--- src/rtl/intr_seq.sv ---
// intr_seq: interrupt entry/exit sequencer.
// Edge-samples four level request lines into a pending register.
// On an instruction retire in IDLE it accepts one unmasked pending source,
// saves the return address and redirects the PC to the source's vector.
// Return-from-interrupt restores the saved PC.
// Optional feature: define INTR_SEQ_ROUND_ROBIN_EN to use round-robin
// selection. The default build uses fixed priority, lowest index first.
`timescale 1ns/1ps

module intr_seq #(
  parameter logic [7:0] VECTOR_BASE = 8'hF0
) (
  input  logic       clock,
  input  logic       reset,
  input  logic [3:0] irq,
  input  logic       retire,
  input  logic       reti,
  input  logic [7:0] pc_next,
  input  logic       mask_we,
  input  logic [3:0] mask_wdata,
  output logic       intr_en,
  output logic       pc_load,
  output logic [7:0] pc_target,
  output logic [3:0] ack,
  output logic [3:0] pending,
  output logic [3:0] mask
);

  localparam int NIRQ = 4;

  localparam logic [1:0] IDLE    = 2'd0;
  localparam logic [1:0] ENTER   = 2'd1;
  localparam logic [1:0] SERVICE = 2'd2;
  localparam logic [1:0] EXIT    = 2'd3;

  logic [1:0]      state_r;
  logic [1:0]      state_nxt_s;
  logic [NIRQ-1:0] irq_q_r;
  logic [NIRQ-1:0] pending_r;
  logic [NIRQ-1:0] mask_r;
  logic [7:0]      epc_r;
  logic            intr_en_r;
  logic            pc_load_r;
  logic [7:0]      pc_target_r;
  logic [7:0]      tgt_nxt_s;
  logic [NIRQ-1:0] rise_s;
  logic [NIRQ-1:0] eligible_s;
  logic [1:0]      sel_id_s;
  logic            accept_s;
  logic [NIRQ-1:0] ack_s;

`ifdef INTR_SEQ_ROUND_ROBIN_EN
  logic [1:0] rr_ptr_r;

  // First requesting index at or after start, wrapping modulo 4.
  function automatic logic [1:0] pick_rr(input logic [NIRQ-1:0] req,
                                         input logic [1:0] start);
    logic [1:0] id;
    logic [1:0] idx;
    logic       found;
    id    = start;
    found = 1'b0;
    for (int i = 0; i < NIRQ; i++) begin
      idx = start + 2'(i);
      if (!found && req[idx]) begin
        id    = idx;
        found = 1'b1;
      end else begin
        found = found;
      end
    end
    return id;
  endfunction

  assign sel_id_s = pick_rr(eligible_s, rr_ptr_r + 2'd1);
`else
  // Lowest requesting index wins.
  function automatic logic [1:0] pick_fixed(input logic [NIRQ-1:0] req);
    logic [1:0] id;
    casez (req)
      4'b???1: id = 2'd0;
      4'b??10: id = 2'd1;
      4'b?100: id = 2'd2;
      4'b1000: id = 2'd3;
      default: id = 2'd0;
    endcase
    return id;
  endfunction

  assign sel_id_s = pick_fixed(eligible_s);
`endif

  // Acceptance looks at the mask as it stands this cycle, before any write.
  assign rise_s     = irq & ~irq_q_r;
  assign eligible_s = pending_r & ~mask_r;
  assign accept_s   = (state_r == IDLE) && retire && (eligible_s != 4'b0000);

  // One-hot acknowledge in the acceptance cycle itself.
  always_comb begin
    ack_s = 4'b0000;
    if (accept_s) begin
      ack_s = 4'b0001 << sel_id_s;
    end else begin
      ack_s = 4'b0000;
    end
  end

  // Sequencer next state; reti is only honoured while servicing.
  always_comb begin
    state_nxt_s = state_r;
    case (state_r)
      IDLE: begin
        if (accept_s) state_nxt_s = ENTER;
        else          state_nxt_s = IDLE;
      end
      ENTER:   state_nxt_s = SERVICE;
      SERVICE: begin
        if (retire && reti) state_nxt_s = EXIT;
        else                state_nxt_s = SERVICE;
      end
      EXIT:    state_nxt_s = IDLE;
      default: state_nxt_s = IDLE;
    endcase
  end

  // PC redirect target for the state being entered; zero when not loading.
  always_comb begin
    tgt_nxt_s = 8'h00;
    case (state_nxt_s)
      ENTER:   tgt_nxt_s = VECTOR_BASE + {4'b0000, sel_id_s, 2'b00};
      EXIT:    tgt_nxt_s = epc_r;
      default: tgt_nxt_s = 8'h00;
    endcase
  end

  // State, return address and registered outputs decoded from next state.
  always_ff @(posedge clock or posedge reset) begin
    if (reset) begin
      state_r     <= IDLE;
      epc_r       <= 8'h00;
      intr_en_r   <= 1'b0;
      pc_load_r   <= 1'b0;
      pc_target_r <= 8'h00;
    end else begin
      state_r     <= state_nxt_s;
      epc_r       <= accept_s ? pc_next : epc_r;
      intr_en_r   <= (state_nxt_s == ENTER) || (state_nxt_s == SERVICE);
      pc_load_r   <= (state_nxt_s == ENTER) || (state_nxt_s == EXIT);
      pc_target_r <= tgt_nxt_s;
    end
  end

  // Edge sampler and pending latch; a new edge beats a same-cycle clear.
  always_ff @(posedge clock or posedge reset) begin
    if (reset) begin
      irq_q_r   <= 4'b0000;
      pending_r <= 4'b0000;
    end else begin
      irq_q_r   <= irq;
      pending_r <= (pending_r & ~ack_s) | rise_s;
    end
  end

  // Mask register, writable in any state; all sources masked out of reset.
  always_ff @(posedge clock or posedge reset) begin
    if (reset) begin
      mask_r <= 4'hF;
    end else if (mask_we) begin
      mask_r <= mask_wdata;
    end else begin
      mask_r <= mask_r;
    end
  end

`ifdef INTR_SEQ_ROUND_ROBIN_EN
  // Remember the last accepted source so the next search starts after it.
  always_ff @(posedge clock or posedge reset) begin
    if (reset) begin
      rr_ptr_r <= 2'd3;
    end else if (accept_s) begin
      rr_ptr_r <= sel_id_s;
    end else begin
      rr_ptr_r <= rr_ptr_r;
    end
  end
`endif

  assign intr_en   = intr_en_r;
  assign pc_load   = pc_load_r;
  assign pc_target = pc_target_r;
  assign ack       = ack_s;
  assign pending   = pending_r;
  assign mask      = mask_r;

endmodule

--- config.mk ---
export PLATFORM = sky130hd
export DESIGN_NAME = intr_seq
export DESIGN_NICKNAME = d
export VERILOG_FILES = /design/src/rtl/intr_seq.sv
export SDC_FILE = /design/constraint.sdc
export NUM_CORES = 1
export LEC_CHECK = 0
export CAP_MARGIN = 15
export CORE_MARGIN = 4
export CORE_UTILIZATION = 40
export DETAILED_ROUTE_END_ITERATION = 8
export HOLD_SLACK_MARGIN = 0.03
export PLACE_DENSITY = 0.78
export SYNTH_ARGS = -nofsm -noshare
export SYNTH_HDL_FRONTEND = slang
export SYNTH_SLANG_ARGS = --single-unit
--- constraint.sdc ---
create_clock -name clock -period 2.8 [get_ports clock]
set_input_delay 0.28 -clock clock [delete_from_list [all_inputs] [get_ports clock]]
set_output_delay 0.28 -clock clock [all_outputs]
set_load 0.05 [all_outputs]
# [Word level (Yosys, flattened, before mapping)]
# Cells that the tools add are included.
[word_totals] register_bits=32 latch_bits=0 mem_bits_rw=0 rom_bits=0 input_bits=21 out_inout_bits=22 elab_cells=39 memories=0
[classes] addsub=1 n_mul=0 n_div=0 magnitude_cmp=0 eq_ne=9 shift=1 muxes=6 bitwise_logic=7 n_reduce_logical=7
[op_table] operator="8-bit one-hot mux with 2 select lines" count=1
[op_table] operator="4-bit bitwise AND" count=3
[op_table] operator="4-bit NOT" count=3
[op_table] operator="2-bit == test (second input constant)" count=5
[op_table] operator="2-bit one-hot mux with 4 select lines" count=1
[op_table] operator="5-bit by 5-bit adder with 6-bit output (first input constant)" count=1
[op_table] operator="2-bit one-hot mux with 3 select lines" count=1
[op_table] operator="2-bit by 1-bit == test with 1-bit output (second input constant)" count=2
[op_table] operator="4-bit == test (second input constant)" count=1
[op_table] operator="4-bit 2-to-1 mux" count=1
[op_table] operator="4-bit OR" count=1
[op_table] operator="4-bit nonzero test" count=1
[op_table] operator="1-bit by 2-bit left shift with 4-bit output (first input constant)" count=1
[op_table] operator="3-bit == test (second input constant)" count=1
[op_table] operator="1-bit logical AND" count=3
[op_table] operator="2-bit zero test" count=1
[op_table] operator="1-bit logical OR" count=2
[op_table] operator="1-bit 2-to-1 mux" count=2

# [Depth between registers and ports, before layout]
# Gate-level depths: netlist (run 1).
[depth] ltp_word=9 depth_mapped=10 depth_no_buf=9

# [Least setup slack after synthesis (run 1)]
# OpenSTA, ideal clock, no wires.
[synth_path] path_type="register to register" from="reg state_r[0]" to="reg pending_r[3] (netlist: pending[3])" setup_ns=0.220 arrival_time_ns=2.842 t_required_ns=2.580 slack_ns=-0.262 stages_incl_launch_ff=6 path_buffers=0 period_less_slack_ns=3.062 cell_sequence="dfrtp_1 inv_1 ha_1 nand2_1 nor4_1 o22ai_1"
[synth_via] elab_chain_cells=7
[synth_lines] element="start: declaration" line="36" rtl="logic [1:0] state_r;"
[synth_lines] element="start signal: assignment" line="145" rtl="state_r <= state_nxt_s;"
[synth_lines] element="2-bit zero test" line="96" rtl="assign accept_s = (state_r == IDLE) && retire && (eligible_s != 4'b0000);"
[synth_lines] element="1-bit logical AND (2 in a row)" line="96"
[synth_lines] element="4-bit 2-to-1 mux" line="101" rtl="if (accept_s) begin"
[synth_lines] element="named net ack[3]" line="24" rtl="output logic [3:0] ack,"
[synth_lines] element="4-bit NOT" line="160" rtl="pending_r <= (pending_r & ~ack_s) | rise_s;"
[synth_lines] element="4-bit bitwise AND" line="160"
[synth_lines] element="4-bit OR" line="160"
[synth_lines] element="end signal: assignment" line="160"
[synth_lines] element="end: declaration" line="39" rtl="logic [NIRQ-1:0] pending_r;"
# The timed path passes the listed nets, and every way through them passes these cells.
# A chain may end at the register's enable or synchronous reset.

# [Worst setup path in the final report (run 1)]
[layout_path] from="reg state_r[0]" to="out ack[2]"
[layout_via] elab_chain_cells=4
[layout_lines] element="2-bit zero test" line="96"
[layout_lines] element="1-bit logical AND (2 in a row)" line="96"
[layout_lines] element="4-bit 2-to-1 mux" line="101"
[layout_lines] element="end: declaration" line="24"
# Every way passes these cells.

==> results.tsv, run 1 <==
stage	metric	value	unit
yosys	Avg Inst Size Synth	13.0	um2
placed_design	final weighted congestion in routability-driven placement	0.733	
die	Ports	43	
power	Net Switching	0.650	mW
critical_path	reg2reg end	pc_target[2]$_DFF_PP0_	
detailed_routing	# DRC	0	
timing	RSZ-0062 raised after global routing	no	
clock_network	cts hold-fix bufs	0	
detailed_routing	per-cell routed wire length	13.4	um
layout	most common cell after layout, fill and taps aside	clkdlybuf4s50_1	
layout	most frequent cells in the layout	clkdlybuf4s50_1 (41), dfrtp_1 (27), inv_1 (12)	
detailed_routing	post-detailed-routing wire length	2.63	mm
timing	max-slew violations	0	
yosys	syn_nets	127	
timing	crit path time final	2.62	ns
critical_path	CP Class	reg2out	
layout	share of post-route cells with drive strength above 1	22.4	%
run	maxcap violations	0	
yosys	Seq/Total Area, Yosys	59.4	%
grt	antenna violations before repair	0	
yosys	Synth cell types	25	
power	Sw Ratio	39.7	%
critical_path	max incr delay on CP	0.86	ns
yosys	total number of yosys warnings	0	
grt	first-pass GRT wire length	4.52	mm
yosys	Synth Flop Type	dfrtp_1	
clock_network	Worst-Skew Late Latency	0.33	ns
timing	f_max	382	MHz
layout	Final nets	177	
detailed_routing	M1 wire length	1.09	mm
grt	vias in the first global route	975	
placed_design	HPWL after detailed placement	2.11	mm
die	Die H	65.3	um
yosys	Yosys reg bits	31	
yosys	Post-Synthesis Cells	101	
grt	largest net degree at the start of global routing	21	
timing	worst clock skew	0.00697	ns
detailed_routing	initial DRC count	17	
detailed_routing	Vias/cell	4.69	
timing	endpoints failing setup	0	
clock_network	Root Buffer	clkbuf_4	
layout	Register Area	781	um2
power	Sequential Power Share	39.1	%
critical_path	Req. time, crit path	2.52	ns
critical_path	kind of start point of the critical path	flop	
critical_path	Critical Path, Cell by Cell	inv_1, ha_1, nand2_1, nor3_1, clkdlybuf4s50_1	
clock_network	total CTS buffers	5	
die	chip width	65.3	um
clock_network	CTS tree	done	
die	core area	0.00310	mm2
hold_path	worst hold path type	in2async	
detailed_routing	Pre-antenna DRT Iters	4	
power	worst vdd ir	0.609	mV
die	row count	20	
yosys	Post-Syn Area	0.00131	mm2
power	Int Pwr	0.986	mW
detailed_routing	top routing layer in use	met4	
critical_path	Worst Setup SP	state_r[0]$_DFF_PP0_	
critical_path	slowest CP cell	clkdlybuf4s50_1	
power	Pwr Density	882	mW/mm2
timing	fin crit share	93.4	%
outcome	status	finished, final reports clean	
die	Die Area	0.00427	mm2
clock_network	CTS Buffer Depth	2	
grt	Overall Global Routing Usage	14.4	%
detailed_routing	detailed-route via count	920	
critical_path	Setup crit end	ack[2]	
layout	Fillers	275	
detailed_routing	Detail Route Antenna Nets	0	
power	P_leak	0.828	nW
timing	Slew headroom	51.1	%
layout	Area growth syn-to-layout	41.1	%
clock_network	Clock Pin Slew Worst Setup and Hold Paths	0.09	ns
power	Logic pwr share	46.1	%
detailed_routing	met3 wire len	163	um
timing	Final Hold Viols	0	
die	starting density of the core	42.3	%
yosys	EDFF count, synth	0	
critical_path	R2R depth	9	
layout	final core utilization	59.8	%
grt	gr ovfl total	0	
clock_network	number of post-CTS setup repair buffers	0	
critical_path	crit path DAT	2.34	ns
detailed_routing	met2 routed WL	1.28	mm
clock_network	H-tree depth	2	
critical_path	RR Startpoint	state_r[0]$_DFF_PP0_	
critical_path	Worst Setup End Kind	primary output	
critical_path	worst reg2reg setup slack	0.79	ns
clock_network	CTS Sinks	31	
power	Clock power frac	14.8	%
yosys	async set-reset flop share out of synthesis	100	%
timing	Worst Max-Slew Pin Slew	0.733	ns
clock_network	Resized cells post-CTS	0	
critical_path	Worst Path Max Fanout	6	
placed_design	port buffer count	42	
layout	area of the multi-input gates	487	um2
timing	setup TNS	0	ns
layout	Inserted Diodes	0	
==> kinds of logic (layout without fill, tap and decap cells) <==
family / count (synthesis) / after routing / synth area share, %
compound gates: 14 / 14 / 8.76
fa+ha+maj: 5 / 5 / 4.76
buf+inv: 14 / 65 / 4.00
flops: 31 / 31 / 59.4
mux: 12 / 12 / 12.6
simple gates: 25 / 25 / 10.5
==> area by class of cell <==
type | count | area share, %
inverters | 13 | 2.63
flip-flops and latches | 31 | 42.1
multi-input cells | 56 | 26.2
clock buffers | 7 | 2.43
well taps | 44 | 2.97
clock inverters | 1 | 0.270
repair buffers | 44 | 23.3
==> layer usage <==
layer | GRT usage, % | vias to the layer above
li1 | - | 440
met1 | 16.8 | 441
met2 | 22.5 | 29
met3 | 4.79 | 10
met4 | 9.59 | 0
met5 | 0 | -
==> sequential cells by signal, indices dropped and copies added, names as in the netlist <==
register   count
state_r        2
pending        4
irq_q_r        4
mask           4
pc_target      8
intr_en        1
epc_r          8
==> worst min path at each step <==
stage                              start                endpoint
floorplan                         irq[0]    irq_q_r[0]$_DFF_PP0_
global placement    irq_q_r[0]$_DFF_PP0_    pending[0]$_DFF_PP0_
detailed placement  irq_q_r[1]$_DFF_PP0_    pending[1]$_DFF_PP0_
CTS                                reset  pc_target[5]$_DFF_PP0_
global route                      irq[2]    irq_q_r[2]$_DFF_PP0_
finish                             reset  pc_target[6]$_DFF_PP0_
==> stage by stage <==
stage / total power, mW / setup WS, ns / hold slack (ns) / instances / area (um2)
after floorplan: 1.18 / 0.145 / 0.311 / 101 / 1320
after global placement: 1.38 / 0.414 / 0.409 / 188 / 1800
after detailed placement: 1.41 / 0.365 / 0.427 / 188 / 1800
after CTS: 1.65 / 0.150 / 0.390 / 196 / 1850
after global routing: 1.74 / 0.0162 / 0.403 / 196 / 1850
final: 1.64 / 0.185 / 0.367 / 196 / 1850
==> power by group through the flow <==
stage	registers (mW)	clock network (mW)	logic [mW]
CTS	0.642	0.249	0.764
finish	0.640	0.242	0.754
floorplan	0.796	0	0.384
global route	0.655	0.270	0.816
detailed placement	0.650	0	0.760
global placement	0.641	0	0.738
==> Yosys cell counts (2+ instances only) <==
library cell | count | area share (%)
o21ai_0 | 3 | 1.1
mux2_2 | 4 | 3.4
dfrtp_1 | 27 | 51
o22ai_1 | 3 | 1.4
nand2b_2 | 2 | 1.3
nand2_1 | 6 | 1.7
inv_1 | 12 | 3.4
a21oi_1 | 4 | 1.5
nor2_1 | 9 | 2.6
dfstp_2 | 4 | 8.0
mux2_4 | 8 | 9.1
nand2b_4 | 2 | 2.1
ha_1 | 5 | 4.8
==> critical path, delay by kind of cell, from the launching register on <==
kind | cells | cell delay [ns]
adders and majority gates | 1 | 0.15
buffers and inverters | 2 | 0.97
DFF | 1 | 0.39
and+or+nand+nor | 2 | 0.49
(Power assumes the default switching activity.)
==> run 2, diff against run 1 <==
--- a/config.mk
+++ b/config.mk
@@ -9,8 +9,9 @@
 export CORE_MARGIN = 4
 export CORE_UTILIZATION = 40
 export DETAILED_ROUTE_END_ITERATION = 8
+export DONT_BUFFER_PORTS = 1
 export HOLD_SLACK_MARGIN = 0.03
-export PLACE_DENSITY = 0.78
+export PLACE_DENSITY = 0.61
 export SYNTH_ARGS = -nofsm -noshare
 export SYNTH_HDL_FRONTEND = slang
 export SYNTH_SLANG_ARGS = --single-unit
==> run 2 against run 1 <==
  * Maximum frequency is 19% higher
  * Routed wire length is 6.8% lower
  * Cell count is 17% lower
  * Global-route usage is 1.5 points lower
  * Hold slack worse by 0.28 ns
  * Highest routed layer unchanged
  * Cell area is 16% lower
  * Sequential cell count stayed put
  * Die area stayed put
  * Combinational power is 33% lower
  * Via count is 14% lower
  * Critical path type unchanged
==> results.tsv, run 2 (synthesis gave the netlist of run 1 again) <==
stage	metric	value	unit
timing	worst clock skew	0.00592	ns
power	worst vdd ir	0.443	mV
detailed_routing	post-detailed-routing wire length	2.45	mm
hold_path	worst hold path type	in2reg	
grt	gr ovfl total	0	
timing	setup TNS	0	ns
power	P_leak	0.729	nW
timing	final hold slack	0.0874	ns
critical_path	delay-heaviest family, CP	flip-flops	
grt	antenna violations before repair	0	
clock_network	Clock Pin Slew Worst Setup and Hold Paths	0.09	ns
detailed_routing	initial DRC count	42	
critical_path	max incr delay on CP	0.71	ns
timing	Final Hold Viols	0	
detailed_routing	per-cell routed wire length	15.0	um
placed_design	final weighted congestion in routability-driven placement	0.718	
layout	Final nets	145	
outcome	status	finished, final reports clean	
die	row count	20	
detailed_routing	Detail Route Antenna Nets	0	
clock_network	total CTS buffers	5	
layout	Inserted Diodes	0	
clock_network	Root Buffer	clkbuf_4	
die	Die Area	0.00427	mm2
grt	met2 usage	19.8	%
detailed_routing	# DRC	0	
grt	vias in the first global route	819	
clock_network	H-tree depth	2	
layout	Area growth syn-to-layout	18.8	%
timing	fin crit share	78.6	%
power	Pwr Density	1000	mW/mm2
critical_path	kind of start point of the critical path	flop	
placed_design	port buffer count	0	
clock_network	CTS tree	done	
timing	endpoints failing setup	0	
power	overall power	1.56	mW
critical_path	RR Startpoint	mask[1]$_DFFE_PP1P_	
clock_network	CTS Sinks	31	
layout	post-route cell area	0.00156	mm2
timing	Worst Max-Slew Pin Slew	0.582	ns
die	starting density of the core	42.3	%
run	maxcap violations	0	
timing	crit path time final	2.20	ns
detailed_routing	detailed-route via count	793	
critical_path	Worst Path Max Fanout	5	
die	core area	0.00310	mm2
detailed_routing	Vias/cell	4.87	
critical_path	worst reg2reg setup slack	0.60	ns
detailed_routing	Pre-antenna DRT Iters	4	
placed_design	HPWL after detailed placement	1.83	mm
hold_path	Hold Crit Start	irq[0]	
grt	grt met3 use	6.84	%
critical_path	R2R depth	7	
timing	Slew headroom	61.2	%
grt	largest net degree at the start of global routing	32	
critical_path	Critical Path, Cell by Cell	nand2b_2, nand2_1, nor4_2, buf_4	
die	chip width	65.3	um
die	Ports	43	
critical_path	Worst Path Buf+Inv	1	
critical_path	Worst Setup SP	mask[1]$_DFFE_PP1P_	
layout	share of post-route cells with drive strength above 1	34.5	%
layout	most common cell after layout, fill and taps aside	dfrtp_1	
timing	max-slew violations	0	
critical_path	critical path depth	4	
clock_network	Worst-Skew Late Latency	0.33	ns
grt	Top Usage Layer GRT	met2	
layout	most frequent cells in the layout	dfrtp_1 (27), inv_1 (12), nor2_1 (9)	
critical_path	CP Class	reg2out	
placed_design	placed cell area	0.00143	mm2
critical_path	slowest CP cell	dfstp_2	
critical_path	Worst Setup End Kind	primary output	
critical_path	reg2reg end	pc_target[2]$_DFF_PP0_	
clock_network	CTS Buffer Depth	2	
grt	GRT met1 Usage	15.5	%
critical_path	Req. time, crit path	2.52	ns
timing	f_max	454	MHz
grt	Overall Global Routing Usage	13.0	%
layout	Fillers	283	
grt	first-pass GRT wire length	4.10	mm
die	Die H	65.3	um
critical_path	crit path DAT	1.92	ns
timing	RSZ-0062 raised after global routing	no	
clock_network	Resized cells post-CTS	0	
critical_path	Setup crit end	ack[3]	
run 2: changes by cell type in the layout (fill, tap and decap cells not counted):
| cell | previous run | this run |
|---|---|---|
| clkdlybuf4s50_1 | 41 | 0 |
| dlygate4sd3_1 | 0 | 5 |
| buf_4 | 3 | 6 |
| clkbuf_1 | 2 | 0 |
| buf_16 | 0 | 1 |
| clkbuf_8 | 0 | 1 |
| nor3_1 | 1 | 0 |
| nor3_2 | 0 | 1 |
| nor3b_1 | 1 | 0 |
| nor3b_2 | 0 | 1 |
run 2: per-layer routing:
layer | vias up | part of all wire (%)
met4 | 0 | 1.3
met5 | - | 0
li1 | 370 | -
met3 | 4 | 8.7
met1 | 396 | 39
met2 | 23 | 51
run 2: worst register-to-register path, delay by kind of cell, from the launching register on:
family / cells / cell delay, ns
flops: 1 / 0.71
simple gates: 2 / 0.32
fa+ha+maj: 1 / 0.31
buf+inv: 1 / 0.08
compound gates: 3 / 0.67
run 2: worst min path at each step:
stage / to / slack [ns] / depth (start not counted)
2_1_floorplan: irq_q_r[0]$_DFF_PP0_ / 0.31 / 0
3_3_place_gp: irq_q_r[0]$_DFF_PP0_ / 0.31 / 0
3_5_place_dp: irq_q_r[3]$_DFF_PP0_ / 0.31 / 0
4_1_cts: epc_r[7]$_DFFE_PP0P_ / 0.07 / 1
5_1_grt: epc_r[0]$_DFFE_PP0P_ / 0.07 / 1
6_report: pending[0]$_DFF_PP0_ / 0.09 / 2
run 2: power by group:
part / leakage (nW) / switching, mW / total, mW / internal [mW]
logic: 0.326 / 0.273 / 0.506 / 0.233
registers: 0.369 / 0.225 / 0.794 / 0.568
clock network: 0.0341 / 0.146 / 0.262 / 0.116
total: 0.729 / 0.643 / 1.56 / 0.918
run 2: final cells by class:
| type | instances | area [um2] | area share [%] |
|---|---|---|---|
| clock buffer | 6 | 51.3 | 3.29 |
| clock inverter | 1 | 5.00 | 0.321 |
| inverter | 13 | 48.8 | 3.13 |
| multi-input combinational | 56 | 497 | 31.8 |
| sequential | 31 | 781 | 50.0 |
| tap | 44 | 55.1 | 3.53 |
| timing repair buffer | 12 | 123 | 7.86 |
run 2: timing repair:
item                                   in CTS  in global routing
setup buffers                               0                  0
hold buffers                                4                  1
endpoints found under the hold margin       4                  8
run 2: through the flow:
step | utilization (%) | instances | setup WS, ns
floorplan | - | 101 | 0.145
global placement | 46.0 | 150 | 0.735
detailed placement | 46.0 | 150 | 0.593
CTS | 49.1 | 161 | 0.589
global route | 50.3 | 163 | 0.473
finish | 50.3 | 163 | 0.599
==> run 3, diff against run 2 <==
==> constraint.sdc (replaced) <==
create_clock -name clock -period 2.2 [get_ports clock]
set_input_delay 0.22 -clock clock [delete_from_list [all_inputs] [get_ports clock]]
set_output_delay 0.22 -clock clock [all_outputs]
set_load 0.05 [all_outputs]
==> run 3 against run 2 <==
  * Clock power increased by 27%
  * Non-clock buffer count increased by 19
  * Routed wire length increased by 5.2%
  * Largest cell class unchanged
  * Sequential cell count unchanged
  * Sequential share of layout area decreased by 4.6 points
  * Global-route usage increased by 0.37 points
  * Register-to-register slack got worse by 0.25 ns
  * Hold slack got worse by 0.044 ns
  * Clock skew increased by 0.0055 ns
==> results.tsv, run 3 (synthesis gave the netlist of run 1 again) <==
stage	metric	value	unit
timing	setup TNS	0	ns
layout	Fillers	285	
grt	Overall Global Routing Usage	13.4	%
layout	most common cell after layout, fill and taps aside	dfrtp_1	
timing	fin crit share	92.4	%
timing	worst clock skew	0.0114	ns
placed_design	Setup WS pre-CTS	0.348	ns
grt	gr ovfl total	0	
clock_network	Worst-Skew Late Latency	0.32	ns
timing	crit path time final	2.03	ns
layout	Final nets	164	
detailed_routing	detailed-route via count	848	
layout	post-route cell area	0.00172	mm2
layout	Finished Layout Cells	183	
grt	largest net degree at the start of global routing	20	
layout	area of the multi-input gates	505	um2
critical_path	Worst Path Max Fanout	5	
clock_network	H-tree depth	2	
die	starting density of the core	42.3	%
critical_path	crit path DAT	1.81	ns
layout	most frequent cells in the layout	dfrtp_1 (26), buf_4 (16), dlygate4sd3_1 (15)	
placed_design	final weighted congestion in routability-driven placement	0.782	
die	Die H	65.3	um
grt	vias in the first global route	889	
run	maxcap violations	0	
clock_network	CTS Buffer Depth	2	
power	P_leak	0.806	nW
outcome	status	finished, final reports clean	
detailed_routing	per-cell routed wire length	14.1	um
timing	PnR worst setup slack	0.167	ns
hold_path	worst hold path type	in2reg	
clock_network	Clock Pin Slew Worst Setup and Hold Paths	0.09	ns
die	Die Area	0.00427	mm2
critical_path	Req. time, crit path	1.98	ns
power	worst vdd ir	0.519	mV
grt	antenna violations before repair	0	
die	core area	0.00310	mm2
layout	Inserted Diodes	0	
layout	Register Area	782	um2
clock_network	CTS tree	done	
timing	endpoints failing setup	0	
detailed_routing	Detail Route Antenna Nets	0	
grt	first-pass GRT wire length	4.17	mm
clock_network	total CTS buffers	5	
timing	Slew headroom	55.4	%
placed_design	placed cell count	160	
die	Ports	43	
timing	Final Hold Viols	0	
timing	RSZ-0062 raised after global routing	no	
power	overall power	2.06	mW
layout	final core utilization	55.5	%
layout	Area growth syn-to-layout	31.0	%
detailed_routing	post-detailed-routing wire length	2.58	mm
critical_path	CP Class	reg2out	
timing	f_max	492	MHz
timing	Worst Max-Slew Pin Slew	0.668	ns
placed_design	port buffer count	0	
detailed_routing	# DRC	0	
critical_path	Worst Setup End Kind	primary output	
timing	max-slew violations	0	
critical_path	kind of start point of the critical path	flop	
detailed_routing	initial DRC count	19	
clock_network	CTS Sinks	31	
detailed_routing	Vias/cell	4.63	
placed_design	placed cell area	0.00150	mm2
layout	share of post-route cells with drive strength above 1	36.7	%
clock_network	Root Buffer	clkbuf_4	
timing	final hold slack	0.0437	ns
detailed_routing	Pre-antenna DRT Iters	4	
placed_design	HPWL after detailed placement	1.91	mm
power	Pwr Density	1200	mW/mm2
die	row count	20	
die	chip width	65.3	um
[run 3: changes by cell type in the layout (fill, tap and decap cells not counted), sizes merged]
| cell | previous run | this run |
|---|---|---|
| buf | 7 | 16 |
| clkbuf | 6 | 7 |
| dlygate4sd3 | 5 | 15 |
[run 3: routing by layer]
layer | vias up | part of all wire (%) | global-route usage, %
li1 | 410 | - | -
met1 | 406 | 43 | 15.7
met2 | 24 | 46 | 20.4
met3 | 8 | 7.4 | 6.50
met4 | 0 | 2.9 | 6.48
met5 | - | 0 | 0
[run 3: final cells by class]
type,count,area share (%)
tap,44,3.20
multi-input combinational,56,29.4
inverter,13,2.83
clock inverter,1,0.291
timing repair buffer,31,15.7
sequential,31,45.4
clock buffer,7,3.20
[run 3: worst max-delay path: stages, from the launching register on]
cell and delay [ns]:
dfrtp_2 0.42, inv_1 0.10, ha_1 0.16, nand2_1 0.09, buf_4 0.18, nor4_4 0.30, buf_4 0.25
[run 3: path summary, 6_finish.rpt]
check,start,slack [ns],cells after the start,endpoint
max,state_r[0]$_DFF_PP0_,0.17,6,ack[3]
min,irq[0],0.04,2,pending[0]$_DFF_PP0_
max reg2reg,mask[1]$_DFFE_PP1P_,0.35,7,pc_target[2]$_DFF_PP0_
min reg2reg,irq_q_r[0]$_DFF_PP0_,0.42,1,pending[0]$_DFF_PP0_
max in group asynchronous,reset,1.06,3,mask[1]$_DFFE_PP1P_
min in group asynchronous,reset,0.43,2,pc_target[3]$_DFF_PP0_
[run 3: repair_timing]
item | 4_1_cts | 5_1_grt
setup buffers | 0 | 0
hold buffers | 13 | 2
endpoints found under the setup margin | 0 | 1
gates resized for setup | 0 | 1
endpoints found under the hold margin | 31 | 2
[run 3: power by group]
| part | total [mW] | internal (mW) | leakage [nW] | switching (mW) |
|---|---|---|---|---|
| clock | 0.333 | 0.155 | 0.0353 | 0.178 |
| combinational | 0.832 | 0.353 | 0.403 | 0.480 |
| sequential | 0.895 | 0.725 | 0.368 | 0.170 |
